<file path="src/rtl/asic_gpio_ctrl_pkg.sv">
`default_nettype none
// gpio_ctrl_pkg: register map, CFG bit indices, reset values and sequencer
// state encoding for the core-side GPIO controller.
package gpio_ctrl_pkg;

  localparam logic [7:0] ADDR_OUT      = 8'h00;
  localparam logic [7:0] ADDR_OEN      = 8'h04;
  localparam logic [7:0] ADDR_IE       = 8'h08;
  localparam logic [7:0] ADDR_IN       = 8'h0C;
  localparam logic [7:0] ADDR_EVT      = 8'h10;
  localparam logic [7:0] ADDR_IRQEN    = 8'h14;
  localparam logic [7:0] ADDR_STATUS   = 8'h18;
  localparam logic [7:0] ADDR_EDGE     = 8'h1C;
  localparam logic [7:0] ADDR_CFG_BASE = 8'h20;

  localparam int CFG_PULL_EN   = 0;
  localparam int CFG_PULL_UP   = 1;
  localparam int CFG_SLEW      = 2;
  localparam int CFG_SCHMITT   = 3;
  localparam int CFG_DRIVE_LSB = 4;
  localparam int CFG_DRIVE_MSB = 7;
  localparam int CFG_W         = CFG_DRIVE_MSB + 1;

  localparam logic [31:0]      RST_OUT   = 32'h0000_0000;
  localparam logic [31:0]      RST_OEN   = 32'hFFFF_FFFF;
  localparam logic [31:0]      RST_IE    = 32'h0000_0000;
  localparam logic [31:0]      RST_IRQEN = 32'h0000_0000;
  localparam logic [31:0]      RST_EDGE  = 32'h0000_0000;
  localparam logic [CFG_W-1:0] RST_CFG   = 8'h00;

  typedef enum logic {
    PWRUP = 1'b0,
    READY = 1'b1
  } seq_state_e;

endpackage : gpio_ctrl_pkg
`default_nettype wire

</file>
<file path="src/rtl/asic_gpio_ctrl_sync.sv">
`default_nettype none
// gpio_sync: parameterized-width two-flop synchronizer for asynchronous
// pad inputs, async active-low reset to 0.
module gpio_sync #(
  parameter int WIDTH = 1
) (
  input  logic             clk,
  input  logic             nreset,
  input  logic [WIDTH-1:0] d_i,
  output logic [WIDTH-1:0] q_o
);

  logic [WIDTH-1:0] meta_q;
  logic [WIDTH-1:0] sync_q;

  always_ff @(posedge clk or negedge nreset) begin
    if (!nreset) begin
      meta_q <= '0;
      sync_q <= '0;
    end else begin
      meta_q <= d_i;
      sync_q <= meta_q;
    end
  end

  assign q_o = sync_q;

endmodule : gpio_sync
`default_nettype wire

</file>
<file path="src/rtl/asic_gpio_ctrl.sv">
`default_nettype none
// asic_gpio_ctrl: register bank driving a row of asic_iobuf pads, with a
// power-up safe-state sequencer and edge-event interrupt on the input path.
module asic_gpio_ctrl
  import gpio_ctrl_pkg::*;
#(
  parameter int N            = 8,
  parameter int PWRUP_CYCLES = 16
) (
  input  logic             clk,
  input  logic             nreset,
  input  logic             req_valid,
  output logic             req_ready,
  input  logic             req_write,
  input  logic [7:0]       req_addr,
  input  logic [31:0]      req_wdata,
  output logic             rsp_valid,
  input  logic             rsp_ready,
  output logic [31:0]      rsp_rdata,
  output logic             rsp_err,
  output logic [N-1:0]     pad_dout,
  output logic [N-1:0]     pad_oen,
  output logic [N-1:0]     pad_ie,
  output logic [8*N-1:0]   pad_cfg,
  input  logic [N-1:0]     pad_din,
  output logic             irq
);

  localparam int            CW       = (PWRUP_CYCLES > 1) ? $clog2(PWRUP_CYCLES) : 1;
  localparam logic [CW-1:0] CNT_LAST = CW'(PWRUP_CYCLES - 1);

  seq_state_e    state_q, state_d;
  logic [CW-1:0] cnt_q, cnt_d;
  logic          w_ready;

  logic [N-1:0]       out_q, out_d, oen_q, oen_d, ie_q, ie_d;
  logic [N-1:0]       evt_q, evt_d, irqen_q, irqen_d, edge_q, edge_d;
  logic [N-1:0]       hist_q, din_sync;
  logic [CFG_W*N-1:0] cfg_q, cfg_d;
  logic               rsp_valid_q, rsp_valid_d, rsp_err_q, rsp_err_d;
  logic [31:0]        rsp_rdata_q, rsp_rdata_d;

  logic [5:0]   w_word, w_cfg_off;
  logic         w_cfg_hit, w_mapped, w_ro, w_accept, w_wr;
  logic [31:0]  w_rd;
  logic [N-1:0] w_wmask, w_evt_set, w_evt_clr, w_pad_ie;
  logic         w_unused;

  // Power-up sequencer: READY is reached on the PWRUP_CYCLES-th edge after reset.
  always_ff @(posedge clk or negedge nreset) begin
    if (!nreset) begin
      state_q <= PWRUP;
      cnt_q   <= '0;
    end else begin
      state_q <= state_d;
      cnt_q   <= cnt_d;
    end
  end

  always_comb begin
    state_d = state_q;
    cnt_d   = cnt_q;
    case (state_q)
      PWRUP: begin
        if (cnt_q == CNT_LAST) state_d = READY;
        else                   cnt_d   = cnt_q + 1'b1;
      end
      READY:   state_d = READY;
      default: state_d = PWRUP;
    endcase
  end

  assign w_ready = (state_q == READY);

  gpio_sync #(.WIDTH(N)) u_sync (
    .clk    (clk),
    .nreset (nreset),
    .d_i    (pad_din),
    .q_o    (din_sync)
  );

  // Address decode and read mux, from register state before this edge.
  always_comb begin
    w_word    = req_addr[7:2];
    w_cfg_off = w_word - ADDR_CFG_BASE[7:2];
    w_cfg_hit = (w_word >= ADDR_CFG_BASE[7:2]) && (w_cfg_off < 6'(N));
    w_rd      = '0;
    w_mapped  = 1'b1;
    w_ro      = 1'b0;
    case ({w_word, 2'b00})
      ADDR_OUT:    w_rd = 32'(out_q);
      ADDR_OEN:    w_rd = 32'(oen_q);
      ADDR_IE:     w_rd = 32'(ie_q);
      ADDR_IN:     begin w_rd = 32'(din_sync); w_ro = 1'b1; end
      ADDR_EVT:    w_rd = 32'(evt_q);
      ADDR_IRQEN:  w_rd = 32'(irqen_q);
      ADDR_STATUS: begin w_rd = {31'd0, w_ready}; w_ro = 1'b1; end
      ADDR_EDGE:   w_rd = 32'(edge_q);
      default: begin
        w_mapped = w_cfg_hit;
        for (int i = 0; i < N; i++) begin
          if (w_cfg_hit && (w_cfg_off == 6'(i))) w_rd = 32'(cfg_q[CFG_W*i +: CFG_W]);
        end
      end
    endcase
  end

  assign w_accept  = req_valid & req_ready;
  assign w_wr      = w_accept & req_write & w_mapped & ~w_ro;
  assign w_wmask   = req_wdata[N-1:0];
  assign w_pad_ie  = w_ready ? ie_q : '0;
  assign w_evt_set = w_pad_ie & ((edge_q & hist_q & ~din_sync) | (~edge_q & ~hist_q & din_sync));
  assign w_evt_clr = (w_wr && ({w_word, 2'b00} == ADDR_EVT)) ? w_wmask : '0;

  always_comb begin
    out_d       = out_q;
    oen_d       = oen_q;
    ie_d        = ie_q;
    irqen_d     = irqen_q;
    edge_d      = edge_q;
    cfg_d       = cfg_q;
    rsp_valid_d = rsp_valid_q;
    rsp_rdata_d = rsp_rdata_q;
    rsp_err_d   = rsp_err_q;
    // A hardware set in the same cycle as a W1C keeps the bit set.
    evt_d       = (evt_q & ~w_evt_clr) | w_evt_set;

    if (w_wr) begin
      case ({w_word, 2'b00})
        ADDR_OUT:   out_d   = w_wmask;
        ADDR_OEN:   oen_d   = w_wmask;
        ADDR_IE:    ie_d    = w_wmask;
        ADDR_IRQEN: irqen_d = w_wmask;
        ADDR_EDGE:  edge_d  = w_wmask;
        ADDR_EVT:   ;
        default: begin
          for (int i = 0; i < N; i++) begin
            if (w_cfg_off == 6'(i)) cfg_d[CFG_W*i +: CFG_W] = req_wdata[CFG_W-1:0];
          end
        end
      endcase
    end

    if (w_accept) begin
      rsp_valid_d = 1'b1;
      rsp_rdata_d = req_write ? 32'd0 : w_rd;
      rsp_err_d   = ~w_mapped | (req_write & w_ro);
    end else if (rsp_ready) begin
      rsp_valid_d = 1'b0;
    end
  end

  always_ff @(posedge clk or negedge nreset) begin
    if (!nreset) begin
      out_q       <= RST_OUT[N-1:0];
      oen_q       <= RST_OEN[N-1:0];
      ie_q        <= RST_IE[N-1:0];
      evt_q       <= '0;
      irqen_q     <= RST_IRQEN[N-1:0];
      edge_q      <= RST_EDGE[N-1:0];
      cfg_q       <= {N{RST_CFG}};
      hist_q      <= '0;
      rsp_valid_q <= 1'b0;
      rsp_rdata_q <= '0;
      rsp_err_q   <= 1'b0;
    end else begin
      out_q       <= out_d;
      oen_q       <= oen_d;
      ie_q        <= ie_d;
      evt_q       <= evt_d;
      irqen_q     <= irqen_d;
      edge_q      <= edge_d;
      cfg_q       <= cfg_d;
      hist_q      <= din_sync;
      rsp_valid_q <= rsp_valid_d;
      rsp_rdata_q <= rsp_rdata_d;
      rsp_err_q   <= rsp_err_d;
    end
  end

  assign req_ready = ~rsp_valid_q | rsp_ready;
  assign rsp_valid = rsp_valid_q;
  assign rsp_rdata = rsp_rdata_q;
  assign rsp_err   = rsp_err_q;
  assign pad_dout  = out_q;
  assign pad_oen   = w_ready ? oen_q : '1;
  assign pad_ie    = w_pad_ie;
  assign pad_cfg   = cfg_q;
  assign irq       = |(evt_q & irqen_q);

  assign w_unused = ^{req_addr[1:0], req_wdata};

endmodule : asic_gpio_ctrl
`default_nettype wire
</file>
<file path="config.mk">
export PLATFORM = sky130hd
export DESIGN_NAME = asic_gpio_ctrl
export DESIGN_NICKNAME = d
export VERILOG_FILES = /design/src/rtl/asic_gpio_ctrl_pkg.sv /design/src/rtl/asic_gpio_ctrl_sync.sv /design/src/rtl/asic_gpio_ctrl.sv
export SDC_FILE = /design/constraint.sdc
export NUM_CORES = 1
export LEC_CHECK = 0
export ABC_AREA = 1
export ABC_CLOCK_PERIOD_IN_PS = 1690
export BUFFER_PORTS_ARGS = -buffer_cell sky130_fd_sc_hd__buf_2
export CORE_ASPECT_RATIO = 0.5
export CORE_MARGIN = 1.5
export CORE_UTILIZATION = 30
export CTS_BUF_LIST = sky130_fd_sc_hd__clkbuf_4
export DETAILED_ROUTE_END_ITERATION = 10
export HOLD_SLACK_MARGIN = 0.06
export SETUP_SLACK_MARGIN = 0.3
export SKIP_CTS_REPAIR_TIMING = 1
export SLEW_MARGIN = 40
export SYNTH_ARGS = -nofsm -noshare
export SYNTH_HDL_FRONTEND = slang
export SYNTH_HIERARCHICAL = 1
export SYNTH_SLANG_ARGS = --single-unit
</file>
<file path="constraint.sdc">
create_clock -name clk -period 1.69 [get_ports clk]
set_clock_uncertainty 0.1 [all_clocks]
set_input_delay 0.0845 -clock clk [delete_from_list [all_inputs] [get_ports clk]]
set_output_delay 0.0845 -clock clk [all_outputs]
set_load 0.05 [all_outputs]
</file>
==> impl_metrics.py <==
metrics = {
    "worst_setup_path": {
        "cpMaxStageDelayCell": "sky130_fd_sc_hd__dfrtp_1",
        "path_depth": 4,
        "rr_worst_depth": 10,
        "reg2reg_slack_ns": -0.09,
        "startpoint_type": "flip-flop",
        "worst_path_fanout_max": 3,
        "crit_path_dat_ns": 1.80,
        "top_cell_family_by_delay_on_the_critical_path": "compound AO/OA/AOI/OAI gates",
        "critical_path.max_stage_delay_ns": 0.43,
        "worst_setup_path_end_kind": "output pin",
        "criticalPathCategory": "flip-flop to output pin",
        "timing.critical_path.required_ns": 1.51,
        "timing.critical_path.buf_inv": 1,
        "timing.critical_path.cells": "a22o_1, a221oi_2, nand3_2, buf_6",
    },
    "global_route": {
        "initial_antenna_violation_count": 0,
        "grt_use_total": 0.191,
        "via_count_of_the_first_global_routing_pass": 6239,
        "overflow": 0,
        "first_pass_grt_wire_length_mm": 35.6,
        "largest_net_degree_at_the_start_of_global_routing": 48,
    },
    "cells_and_area": {
        "antenna-diode-count": 0,
        "syn_to_final_growth_pct": 61.1,
        "nFillCells": 2090,
        "finalInstanceArea_um2": 11500,
        "proportion_of_layout_cells_with_a_drive_suffix_above_1": 0.443,
        "design.final.nets": 1201,
        "final-instance-count-excl-fill": 1466,
    },
    "route": {
        "detail_route.vias_per_cell": 4.93,
        "detailedRoute.firstPassIterationCount": 10,
        "drt_wl_total_mm": 26.3,
        "avgRoutedWirePerCell_um": 18.0,
        "post-route-drc-count": 8,
        "dr_total_vias": 7223,
        "detail-route-antenna-nets": 0,
        "drtIter0Drc": 672,
    },
    "synth": {
        "synth-adder-area-share": 0.00352,
        "dominant_combinational_cell_family_by_area_after_synthesis": "simple AND/OR/NAND/NOR gates",
        "postSynthAreaPerCell_um2": 8.42,
        "dominantRegCellSynth": "sky130_fd_sc_hd__dfrtp_1",
        "post_synth_mux_area_share": 0.00158,
        "number_of_cells_produced_by_synthesis": 845,
        "yosys_warnings": 6,
        "synthesis.area_um2": 7110,
        "ys_seq_area_frac": 0.533,
        "synth_compound_area_frac": 0.124,
        "postSynth.asyncResetShare": 1.00,
        "synth-edff-count": 0,
        "ys_seq_elements": 151,
        "simple_gate_area_share_of_the_yosys_netlist": 0.250,
        "yosys.area_share.xor_xnor": 0.00246,
        "ys_types": 40,
    },
    "clock_network": {
        "clockRootBuffer": "sky130_fd_sc_hd__clkbuf_4",
        "cts.sink_count": 151,
        "tritoncts": "yes",
        "cts-buffers-inserted": 17,
        "htreeDepth": 4,
        "worst_skew_pair.late_latency_ns": 0.58,
        "clock_path_buffers": 2,
        "clk_pin_slew_ns": 0.15,
    },
    "placement": {
        "place.gp.congestion": 0.861,
        "placed_cells_incl_taps": 1318,
        "port-buffer-count": 126,
        "dp_hpwl_mm": 16.9,
        "postPlaceCellArea_um2": 8700,
    },
    "die": {
        "initial_util": 0.309,
        "die-height_um": 112,
        "core_area_um2": 23000,
        "die_w_um": 221,
        "die_area_um2": 24700,
        "ios": 177,
        "placementRows": 39,
    },
    "sta": {
        "worst_slack_ns": -0.297,
        "finalHoldViolCount": 0,
        "rsz_0062_raised_after_global_routing": "yes",
        "min_period_over_period": 1.18,
        "holdWs_ns": 0.0571,
        "min_period_ns": 1.99,
        "setup_viol": 101,
        "maximum_frequency_from_static_timing_analysis_mhz": 503,
        "final-max-slew-violation-count": 0,
        "totalNegativeSetupSlack_ns": -4.11,
    },
    "pwr": {
        "static-leakage-power_nw": 5.31,
        "power.ir.vdd_worst_v": 0.000389,
        "powerDensity_nw_per_um2": 662,
    },
    "worst_hold_path": {
        "worstHoldPathType": "primary input to flip-flop",
        "worstHoldPathCells": 5,
    },
    "run_status": {
        "status": "finished, violations left",
        "violations": "design-rule violations, negative setup slack",
    },
    "run": {
        "number_of_max_cap_violations": 0,
    },
}
## per-layer routing
layer / global-route usage / share of wire / up-vias
met1: 0.255 / 0.42 / 3531
met5: 0 / 0 / -
li1: - / - / 3346
met4: 0.0604 / 0.028 / 0
met2: 0.314 / 0.49 / 289
met3: 0.0369 / 0.058 / 57
## cells by family after synthesis
family | Yosys count
DFF | 151
other | 1
muxes | 1
and+or+nand+nor | 394
xor gates and xnor gates | 2
AOI/OAI and AO/OA | 168
adders and majority gates | 2
buffers and inverters | 126
## where the power goes
| group | switching, mW | total, mW | internal, mW |
|---|---|---|---|
| clock | 1.59 | 2.26 | 0.674 |
| sequential | 0.112 | 3.84 | 3.73 |
| combinational | 0.954 | 1.49 | 0.534 |
## worst min-delay path, delay by kind of cell
kind	cells	cell delay, ns
AOI/OAI and AO/OA	1	0.06
buffers and inverters	2	0.33
and+or+nand+nor	2	0.26
## registers in the layout, summed over array words and instances (netlist names)
name / cells
cnt_q: 4
edge_q: 8
evt_q: 8
hist_q: 8
ie_q: 8
irqen_q: 8
oen_q: 8
pad_cfg: 64
pad_dout: 8
rsp_err: 1
rsp_rdata: 8
rsp_valid: 1
state_q: 1
u_sync/meta_q: 8
u_sync/q_o: 8
## final cells by class
cell class / instances / area [um^2] / share of cell area
clock buffers: 17 / 128 / 0.0111
clock inverters: 15 / 155 / 0.0135
inverters: 71 / 295 / 0.0258
multi-input cells: 602 / 3680 / 0.321
flip-flops and latches: 151 / 3790 / 0.331
well taps: 307 / 384 / 0.0335
repair buffers: 303 / 3020 / 0.264
## cells in the mapped netlist, types with 2 or more instances
cell type / instances / share of area
sky130_fd_sc_hd__buf_6: 3 / 0.0047
sky130_fd_sc_hd__a31oi_1: 7 / 0.0062
sky130_fd_sc_hd__o21ai_0: 16 / 0.011
sky130_fd_sc_hd__inv_1: 61 / 0.032
sky130_fd_sc_hd__nand4_4: 3 / 0.0090
sky130_fd_sc_hd__and3_1: 6 / 0.0053
sky130_fd_sc_hd__nand2_2: 5 / 0.0044
sky130_fd_sc_hd__o21ai_2: 2 / 0.0025
sky130_fd_sc_hd__buf_4: 25 / 0.026
sky130_fd_sc_hd__dfrtp_1: 143 / 0.50
sky130_fd_sc_hd__nor3_1: 2 / 0.0014
sky130_fd_sc_hd__o21ai_1: 120 / 0.084
sky130_fd_sc_hd__nor2_1: 46 / 0.024
sky130_fd_sc_hd__nand3_1: 37 / 0.026
sky130_fd_sc_hd__nand2_1: 268 / 0.14
sky130_fd_sc_hd__clkbuf_1: 13 / 0.0069
sky130_fd_sc_hd__nor2_2: 4 / 0.0035
sky130_fd_sc_hd__nand3_4: 7 / 0.017
sky130_fd_sc_hd__ha_1: 2 / 0.0035
sky130_fd_sc_hd__nand4_1: 11 / 0.0097
sky130_fd_sc_hd__inv_2: 9 / 0.0047
sky130_fd_sc_hd__dfstp_2: 8 / 0.030
sky130_fd_sc_hd__a21oi_1: 18 / 0.013
sky130_fd_sc_hd__buf_2: 13 / 0.0091
## cells in the final DEF, fill, tap and decap left out, types with 17 or more instances in the layout
master                          instances
sky130_fd_sc_hd__buf_2                 25
sky130_fd_sc_hd__buf_4                116
sky130_fd_sc_hd__buf_6                 97
sky130_fd_sc_hd__buf_8                 18
sky130_fd_sc_hd__clkbuf_4              17
sky130_fd_sc_hd__conb_1                24
sky130_fd_sc_hd__dfrtp_1              140
sky130_fd_sc_hd__dlygate4sd3_1         29
sky130_fd_sc_hd__inv_1                 49
sky130_fd_sc_hd__nand2_1              198
sky130_fd_sc_hd__nand2_2               52
sky130_fd_sc_hd__nand2_4               18
sky130_fd_sc_hd__nand3_1               31
sky130_fd_sc_hd__nor2_1                30
sky130_fd_sc_hd__o21ai_1               87
sky130_fd_sc_hd__o21ai_2               36
## worst paths after layout
kind                                             from                       end
min reg2reg                u_sync/meta_q[4]$_DFF_PN0_   u_sync/q_o[4]$_DFF_PN0_
min                                       req_addr[4]      oen_q[2]$_DFFE_PN1P_
max                                evt_q[1]$_DFF_PN0_                       irq
max in group asynchronous                      nreset  rsp_rdata[2]$_DFFE_PN0P_
min in group asynchronous                      nreset     edge_q[2]$_DFFE_PN0P_
max reg2reg                     rsp_valid$_DFFE_PN0P_   pad_cfg[45]$_DFFE_PN0P_
## through the flow
stage	power, mW	util	worst slack (ns)
6_report	7.59	0.498	-0.297
5_1_grt	7.89	0.498	-0.375
4_1_cts	7.28	0.390	-0.474
3_5_place_dp	5.03	0.378	-0.406
3_3_place_gp	5.02	0.378	-0.390
2_1_floorplan	4.62	-	-0.250
(Power assumes the default switching activity.)
